File: config.mk
export PLATFORM = sky130hd
export DESIGN_NAME = regfile_write_arbiter_flat
export DESIGN_NICKNAME = d
export VERILOG_FILES = /design/src/rtl/regfile_write_arbiter_if.sv /design/src/rtl/regfile_write_arbiter.sv /design/src/flat_wrapper.sv
export SDC_FILE = /design/constraint.sdc
export NUM_CORES = 1
export LEC_CHECK = 0
export ABC_AREA = 1
export ABC_CLOCK_PERIOD_IN_PS = 2800
export CAP_MARGIN = 15
export CORE_MARGIN = 1
export CORE_UTILIZATION = 40
export DETAILED_ROUTE_END_ITERATION = 12
export GPL_TIMING_DRIVEN = 0
export PLACE_DENSITY = 0.66
export SYNTH_ARGS = -nofsm -noshare
export SYNTH_HDL_FRONTEND = slang
export SYNTH_HIERARCHICAL = 1
export SYNTH_SLANG_ARGS = --single-unit
File: constraint.sdc
create_clock -name clk_i -period 2.8 [get_ports clk_i]
set_input_delay 0.42 -clock clk_i [delete_from_list [all_inputs] [get_ports clk_i]]
set_output_delay 0.42 -clock clk_i [all_outputs]
set_load 0.01 [all_outputs]
File: src/rtl/regfile_write_arbiter_if.sv
// Writeback requester bundle: two valid/ready write channels (A = ALU, B = load)
// feeding the register-file write arbiter.
interface regfile_write_arbiter_if;
  logic        a_valid_i;
  logic [4:0]  a_addr_i;
  logic [31:0] a_data_i;
  logic        a_ready_o;
  logic        b_valid_i;
  logic [4:0]  b_addr_i;
  logic [31:0] b_data_i;
  logic        b_ready_o;

  // requester side
  modport master (
    output a_valid_i, a_addr_i, a_data_i, b_valid_i, b_addr_i, b_data_i,
    input  a_ready_o, b_ready_o
  );

  // arbiter side
  modport slave (
    input  a_valid_i, a_addr_i, a_data_i, b_valid_i, b_addr_i, b_data_i,
    output a_ready_o, b_ready_o
  );
endinterface

File: src/rtl/regfile_write_arbiter.sv
// Register-file write arbiter: two writeback FIFOs drained round-robin onto a
// single registered write port, with combinational RAW hazard lookup.
// Optional feature macro: REGARB_FWD_EN adds output-stage forwarding ports.

// Per-requester FIFO with full/empty from a count register and per-entry
// address match for hazard detection.
module regarb_fifo #(
  parameter int DEPTH = 2
) (
  input  logic        clk_i,
  input  logic        rst_i,
  input  logic        push_i,
  input  logic [4:0]  addr_i,
  input  logic [31:0] data_i,
  input  logic        pop_i,
  input  logic [4:0]  rsaddr_i,
  input  logic [4:0]  rtaddr_i,
  output logic        full_o,
  output logic        nonempty_o,
  output logic [4:0]  head_addr_o,
  output logic [31:0] head_data_o,
  output logic        rs_hit_o,
  output logic        rt_hit_o
);
  localparam int PW = $clog2(DEPTH);
  localparam int CW = PW + 1;

  logic [DEPTH-1:0][4:0]  addr_q, addr_d;
  logic [DEPTH-1:0][31:0] data_q, data_d;
  logic [PW-1:0]          rd_ptr_q, rd_ptr_d, wr_ptr_q, wr_ptr_d;
  logic [CW-1:0]          cnt_q, cnt_d;
  logic [PW-1:0]          off;

  assign full_o      = (cnt_q == CW'(DEPTH));
  assign nonempty_o  = (cnt_q != '0);
  assign head_addr_o = addr_q[rd_ptr_q];
  assign head_data_o = data_q[rd_ptr_q];

  // next-state: write at tail, advance head on pop; pointers wrap naturally
  always_comb begin
    addr_d   = addr_q;
    data_d   = data_q;
    rd_ptr_d = rd_ptr_q;
    wr_ptr_d = wr_ptr_q;
    if (push_i) begin
      addr_d[wr_ptr_q] = addr_i;
      data_d[wr_ptr_q] = data_i;
      wr_ptr_d         = wr_ptr_q + 1'b1;
    end
    if (pop_i) rd_ptr_d = rd_ptr_q + 1'b1;
    cnt_d = cnt_q + CW'(push_i) - CW'(pop_i);
  end

  // an entry is live when its distance from the head is below the count
  always_comb begin
    rs_hit_o = 1'b0;
    rt_hit_o = 1'b0;
    off      = '0;
    for (int i = 0; i < DEPTH; i++) begin
      off = PW'(i) - rd_ptr_q;
      if ({1'b0, off} < cnt_q) begin
        if (rsaddr_i != 5'd0 && addr_q[i] == rsaddr_i) rs_hit_o = 1'b1;
        if (rtaddr_i != 5'd0 && addr_q[i] == rtaddr_i) rt_hit_o = 1'b1;
      end
    end
  end

  // FIFO state registers
  always_ff @(posedge clk_i or posedge rst_i) begin
    if (rst_i) begin
      addr_q   <= '0;
      data_q   <= '0;
      rd_ptr_q <= '0;
      wr_ptr_q <= '0;
      cnt_q    <= '0;
    end else begin
      addr_q   <= addr_d;
      data_q   <= data_d;
      rd_ptr_q <= rd_ptr_d;
      wr_ptr_q <= wr_ptr_d;
      cnt_q    <= cnt_d;
    end
  end
endmodule

module regfile_write_arbiter #(
  parameter int DEPTH = 2
) (
  input  logic        clk_i,
  input  logic        rst_i,
  regfile_write_arbiter_if.slave req,
  input  logic [4:0]  rsaddr_i,
  input  logic [4:0]  rtaddr_i,
  output logic        rs_hazard_o,
  output logic        rt_hazard_o,
  output logic        regwrite_o,
  output logic [4:0]  writeaddr_o,
  output logic [31:0] writedata_o,
`ifdef REGARB_FWD_EN
  output logic        rs_fwd_hit_o,
  output logic        rt_fwd_hit_o,
  output logic [31:0] fwd_data_o,
`endif
  output logic        busy_o
);
  typedef enum logic {LAST_A = 1'b0, LAST_B = 1'b1} grant_e;

  grant_e      last_grant_q, last_grant_d;
  logic        regwrite_q, regwrite_d;
  logic [4:0]  writeaddr_q, writeaddr_d;
  logic [31:0] writedata_q, writedata_d;

  logic        a_full, a_ne, a_rs, a_rt, push_a, grant_a;
  logic        b_full, b_ne, b_rs, b_rt, push_b, grant_b;
  logic [4:0]  a_head_addr, b_head_addr;
  logic [31:0] a_head_data, b_head_data;
  logic        out_rs, out_rt;

  // ready depends only on registered count, so a full FIFO never accepts
  assign req.a_ready_o = !rst_i && !a_full;
  assign req.b_ready_o = !rst_i && !b_full;
  assign push_a = req.a_valid_i && req.a_ready_o;
  assign push_b = req.b_valid_i && req.b_ready_o;

  regarb_fifo #(.DEPTH(DEPTH)) u_fifo_a (
    .clk_i, .rst_i, .push_i(push_a), .addr_i(req.a_addr_i), .data_i(req.a_data_i),
    .pop_i(grant_a), .rsaddr_i, .rtaddr_i, .full_o(a_full), .nonempty_o(a_ne),
    .head_addr_o(a_head_addr), .head_data_o(a_head_data), .rs_hit_o(a_rs), .rt_hit_o(a_rt)
  );

  regarb_fifo #(.DEPTH(DEPTH)) u_fifo_b (
    .clk_i, .rst_i, .push_i(push_b), .addr_i(req.b_addr_i), .data_i(req.b_data_i),
    .pop_i(grant_b), .rsaddr_i, .rtaddr_i, .full_o(b_full), .nonempty_o(b_ne),
    .head_addr_o(b_head_addr), .head_data_o(b_head_data), .rs_hit_o(b_rs), .rt_hit_o(b_rt)
  );

  // round-robin grant: ties go to the requester not granted last
  always_comb begin
    grant_a      = a_ne && (!b_ne || last_grant_q == LAST_B);
    grant_b      = b_ne && (!a_ne || last_grant_q == LAST_A);
    last_grant_d = last_grant_q;
    if (grant_a) last_grant_d = LAST_A;
    if (grant_b) last_grant_d = LAST_B;
  end

  // output stage: load granted head; r0 writes are consumed but never enabled
  always_comb begin
    regwrite_d  = 1'b0;
    writeaddr_d = writeaddr_q;
    writedata_d = writedata_q;
    if (grant_a) begin
      writeaddr_d = a_head_addr;
      writedata_d = a_head_data;
      regwrite_d  = (a_head_addr != 5'd0);
    end else if (grant_b) begin
      writeaddr_d = b_head_addr;
      writedata_d = b_head_data;
      regwrite_d  = (b_head_addr != 5'd0);
    end
  end

  // arbiter state and registered write port
  always_ff @(posedge clk_i or posedge rst_i) begin
    if (rst_i) begin
      last_grant_q <= LAST_B;
      regwrite_q   <= 1'b0;
      writeaddr_q  <= '0;
      writedata_q  <= '0;
    end else begin
      last_grant_q <= last_grant_d;
      regwrite_q   <= regwrite_d;
      writeaddr_q  <= writeaddr_d;
      writedata_q  <= writedata_d;
    end
  end

  assign regwrite_o  = regwrite_q;
  assign writeaddr_o = writeaddr_q;
  assign writedata_o = writedata_q;

  assign out_rs      = regwrite_q && rsaddr_i != 5'd0 && writeaddr_q == rsaddr_i;
  assign out_rt      = regwrite_q && rtaddr_i != 5'd0 && writeaddr_q == rtaddr_i;
  assign rs_hazard_o = a_rs || b_rs || out_rs;
  assign rt_hazard_o = a_rt || b_rt || out_rt;
  assign busy_o      = a_ne || b_ne || regwrite_q;

`ifdef REGARB_FWD_EN
  // the register file has no write-through, so the output stage is bypassable
  assign rs_fwd_hit_o = out_rs;
  assign rt_fwd_hit_o = out_rt;
  assign fwd_data_o   = writedata_q;
`endif
endmodule

File: src/flat_wrapper.sv
// flat-port wrapper written by rule: the top's interface ports become plain ports
module regfile_write_arbiter_flat 
#(
  parameter int DEPTH = 2
)
  (clk_i, rst_i, rsaddr_i, rtaddr_i, rs_hazard_o, rt_hazard_o, regwrite_o, writeaddr_o, writedata_o, busy_o, req_a_valid_i, req_a_addr_i, req_a_data_i, req_b_valid_i, req_b_addr_i, req_b_data_i, req_a_ready_o, req_b_ready_o);
  regfile_write_arbiter_if req_i ();
  input  logic clk_i;
  input  logic rst_i;
  input  logic [4:0] rsaddr_i;
  input  logic [4:0] rtaddr_i;
  output logic rs_hazard_o;
  output logic rt_hazard_o;
  output logic regwrite_o;
  output logic [4:0] writeaddr_o;
  output logic [31:0] writedata_o;
  output logic busy_o;
  input wire logic [$bits(req_i.a_valid_i)-1:0] req_a_valid_i;
  input wire logic [$bits(req_i.a_addr_i)-1:0] req_a_addr_i;
  input wire logic [$bits(req_i.a_data_i)-1:0] req_a_data_i;
  input wire logic [$bits(req_i.b_valid_i)-1:0] req_b_valid_i;
  input wire logic [$bits(req_i.b_addr_i)-1:0] req_b_addr_i;
  input wire logic [$bits(req_i.b_data_i)-1:0] req_b_data_i;
  output wire logic [$bits(req_i.a_ready_o)-1:0] req_a_ready_o;
  output wire logic [$bits(req_i.b_ready_o)-1:0] req_b_ready_o;
  assign req_i.a_valid_i = req_a_valid_i;
  assign req_i.a_addr_i = req_a_addr_i;
  assign req_i.a_data_i = req_a_data_i;
  assign req_i.b_valid_i = req_b_valid_i;
  assign req_i.b_addr_i = req_b_addr_i;
  assign req_i.b_data_i = req_b_data_i;
  assign req_a_ready_o = req_i.a_ready_o;
  assign req_b_ready_o = req_i.b_ready_o;
  regfile_write_arbiter #(.DEPTH(DEPTH)) u_core (.clk_i(clk_i), .rst_i(rst_i), .req(req_i), .rsaddr_i(rsaddr_i), .rtaddr_i(rtaddr_i), .rs_hazard_o(rs_hazard_o), .rt_hazard_o(rt_hazard_o), .regwrite_o(regwrite_o), .writeaddr_o(writeaddr_o), .writedata_o(writedata_o), .busy_o(busy_o));
endmodule
==> reports/qor.txt <==
Drt drc = 0
Worst-Margin Slew = 0.815 ns
Area of the multi-input gates = 3950 um2
Core Region = 23600 um2
Via count = 7993
Switch Pwr = 0.00518 W
Overall routing resource usage = 21.7%
Routed Antenna Nets = 0
Worst Hold Launch = u_core/u_fifo_b/data_q[13]
Initial Utilization = 41.1%
Most frequent cells after synthesis = nand2_1, dfrtp_1, inv_1
DP Worst Slack = -0.144 ns
Hold WC Path Type = register to register
Vias in the first global route = 7542
CTS root buf = clkbuf_16
Slowest stage cell on the critical path = clkdlybuf4s50_1
Mapped Area = 9700 um2
Inserted Clock Buffers = 17
Cell Chain, Critical Path = buf_2 > a21oi_1 > nor2_1 > nand3_1 > a21oi_1 > nor2_1 > nand2_1 > clkdlybuf4s50_1
Die area = 24900 um2
Hpwl dp = 19300 um
FF-to-FF Start = u_core/u_fifo_a/cnt_q[1]
Biggest area consumer among synthesized cells = dfrtp_1
Fin nets = 1403
Post-synthesis cell type count = 28
Die span in y = 158 um
First-pass GRT wire length = 40500 um
FFs w/ async S/R, synth = 100%
Max-Cap Viols = 0
Clk_skew = 0.0129 ns
Outcome = finished clean
Slew HR = 45.6%
Setup crit start kind = register
EDFF count, synth = 0
RD Place Congestion = 0.895
Comb pwr share = 43.0%
Max VDD drop = 0.589 mV
RSZ-0062 raised after global routing = false
DRT Pass-1 Iters = 5
WL final = 26000 um
Pwr Density = 1110 nW/um2
Crit path DAT = 2.28 ns
Htree depth = 4
FMAX = 371 MHz
Hold_buf cts = 0
Worst path max stage delay = 0.53 ns
Horiz. Die Dim = 158 um
Num Clock Sinks = 195
Worst-Skew Late Latency = 0.43 ns
Ant. Diodes = 0
Initial drt markers = 555
Area fraction of the dominant cell type after synthesis = 50.0%
Vias/cell = 4.86
Synth Area in Simple Gates = 20.7%
Post-layout util = 51.3%
Largest net degree at the start of global routing = 74
Avg Cell Area, Syn = 8.37 um2
Maximum fanout along the worst path = 9
Clock buffer depth = 2
Sequential fraction of the synthesis area = 50.3%
CTS clk-pin slew, worst paths = 0.07 ns
Row Count = 56
Yosys reg bits = 195
XOR/XNOR share of the synthesized area = 0.812%
Area growth, synth to finish = 24.9%
I/O Pins = 131
Top_reg_cell synth = dfrtp_1
Largest family of logic cells by synthesized area = simple AND/OR/NAND/NOR gates
Adder-Cell Fraction of Synth Area = 0.516%
Critical Path Source = u_core/u_fifo_a/rd_ptr_q
Crit end category = primary output
Critical Path RT = 2.38 ns
Cell Int Power = 0.00831 W
Slew Viols, Final = 0
Initial antenna violation count = 0
Most frequent cell after synthesis = nand2_1
Dominant cells by area after synthesis = dfrtp_1, nand2_1, mux2_2, o21ai_0, inv_1
Clock tree from TritonCTS = yes
Mux cell area share after synthesis = 7.43%
Sw frac = 38.4%
Leakage Power = 6.08 nW
Setup slack after layout = 0.102 ns
Yosys warns = 6
Share of layout cells above drive strength 1 = 14.6%
Final Hold Vio Count = 0
Fill cells = 2276
Post-layout min period = 2.70 ns
IO Port Bufs = 130
Reg power frac = 37.4%
Setup violators final = 0
Clock power frac = 19.6%
Compound-gate portion of the synthesized area = 11.2%
Post-Syn Instances = 1159
GR Overflow Total = 0
WS Path Type = register to primary output
Syn_nets = 1251
Fin crit share = 96.3%
Routed wire per std cell = 15.8 um
FF+latch area = 4880 um2
worst max-delay path, delay by kind of cell (launching register included):
family / cells / cell delay [ns]
compound gates: 2 / 0.37
buf+inv: 2 / 0.76
flops: 1 / 0.32
simple gates: 4 / 0.40
layer usage:
| layer | global-route usage, % | share of wire [%] | up-vias |
|---|---|---|---|
| li1 | - | - | 3962 |
| met1 | 30.6 | 46 | 3800 |
| met2 | 35.1 | 47 | 220 |
| met3 | 3.86 | 5.6 | 11 |
| met4 | 4.11 | 0.62 | 0 |
| met5 | 0 | 0 | - |
cell families (layout without fill, tap and decap cells):
| kind of cell | after synthesis | after routing |
|---|---|---|
| and+or+nand+nor | 505 | 505 |
| buffers and inverters | 199 | 364 |
| DFF | 195 | 195 |
| AOI/OAI and AO/OA | 183 | 183 |
| muxes | 64 | 64 |
| xor gates and xnor gates | 9 | 9 |
| adders and majority gates | 4 | 4 |
cell usage in the layout, fill, tap and decap left out, types with 5 or more instances in the layout:
master / instances
nand2_1: 391
dfrtp_1: 194
inv_1: 140
clkdlybuf4s50_1: 119
o21ai_0: 108
nand3_1: 64
mux2_2: 64
o21ai_2: 41
nor2_1: 39
buf_2: 24
o21ai_1: 21
clkbuf_16: 17
clkbuf_1: 13
buf_6: 12
dlygate4sd2_1: 9
a21oi_1: 6
inv_6: 5
xor2_1: 5
worst paths after layout:
check	cells after the start	slack [ns]	endpoint
worst max register to register	7	0.68	u_core/u_fifo_a/data_q[55]
min in group asynchronous	2	0.53	u_core/u_fifo_b/addr_q[6]
max in group asynchronous	2	1.43	u_core/writedata_o[31]
worst max-delay path	8	0.10	rs_hazard_o
worst min-delay path	2	0.48	u_core/u_fifo_b/data_q[13]
worst min register to register	2	0.48	u_core/u_fifo_b/data_q[13]
area by class of cell:
type | count | area share, %
buffer | 54 | 2.78
clock buffer | 19 | 3.74
clock inverter | 13 | 1.61
inverter | 145 | 4.53
multi-input combinational | 765 | 32.6
sequential | 195 | 40.3
tap | 319 | 3.29
timing repair buffer | 133 | 11.1
power by group through the flow:
stage | Combinational, W | Clock, W | Sequential (W)
floorplan | 0.00387 | 0 | 0.00488
global placement | 0.00568 | 0 | 0.00501
detailed placement | 0.00581 | 0 | 0.00505
CTS | 0.00584 | 0.00269 | 0.00502
global route | 0.00648 | 0.00282 | 0.00518
finish | 0.00580 | 0.00265 | 0.00504
state kept, by name, summed over array words and instances (netlist names), 2 cells and up:
name	flops
u_core/u_fifo_a/addr_q	10
u_core/u_fifo_a/cnt_q	2
u_core/u_fifo_a/data_q	64
u_core/u_fifo_b/addr_q	10
u_core/u_fifo_b/cnt_q	2
u_core/u_fifo_b/data_q	64
u_core/writeaddr_o	5
u_core/writedata_o	32
stage by stage:
step / hold WS, ns / std cells / TNS [ns] / total power [W] / instance area (um2)
2_1_floorplan: 0.448 / 1159 / 0 / 0.00875 / 9700
3_3_place_gp: 0.459 / 1608 / -177.25 / 0.0107 / 11400
3_5_place_dp: 0.465 / 1610 / -0.252 / 0.0109 / 11500
4_1_cts: 0.483 / 1642 / 0 / 0.0135 / 12100
5_1_grt: 0.492 / 1643 / 0 / 0.0145 / 12100
6_report: 0.478 / 1643 / 0 / 0.0135 / 12100
timing repair:
item,CTS,global route
pin swaps,0,1
gates cloned,0,0
buffers inserted,0,1
endpoints found under the setup margin,3,3
gates resized for setup,11,6
Power figures use the tool's default switching activity.
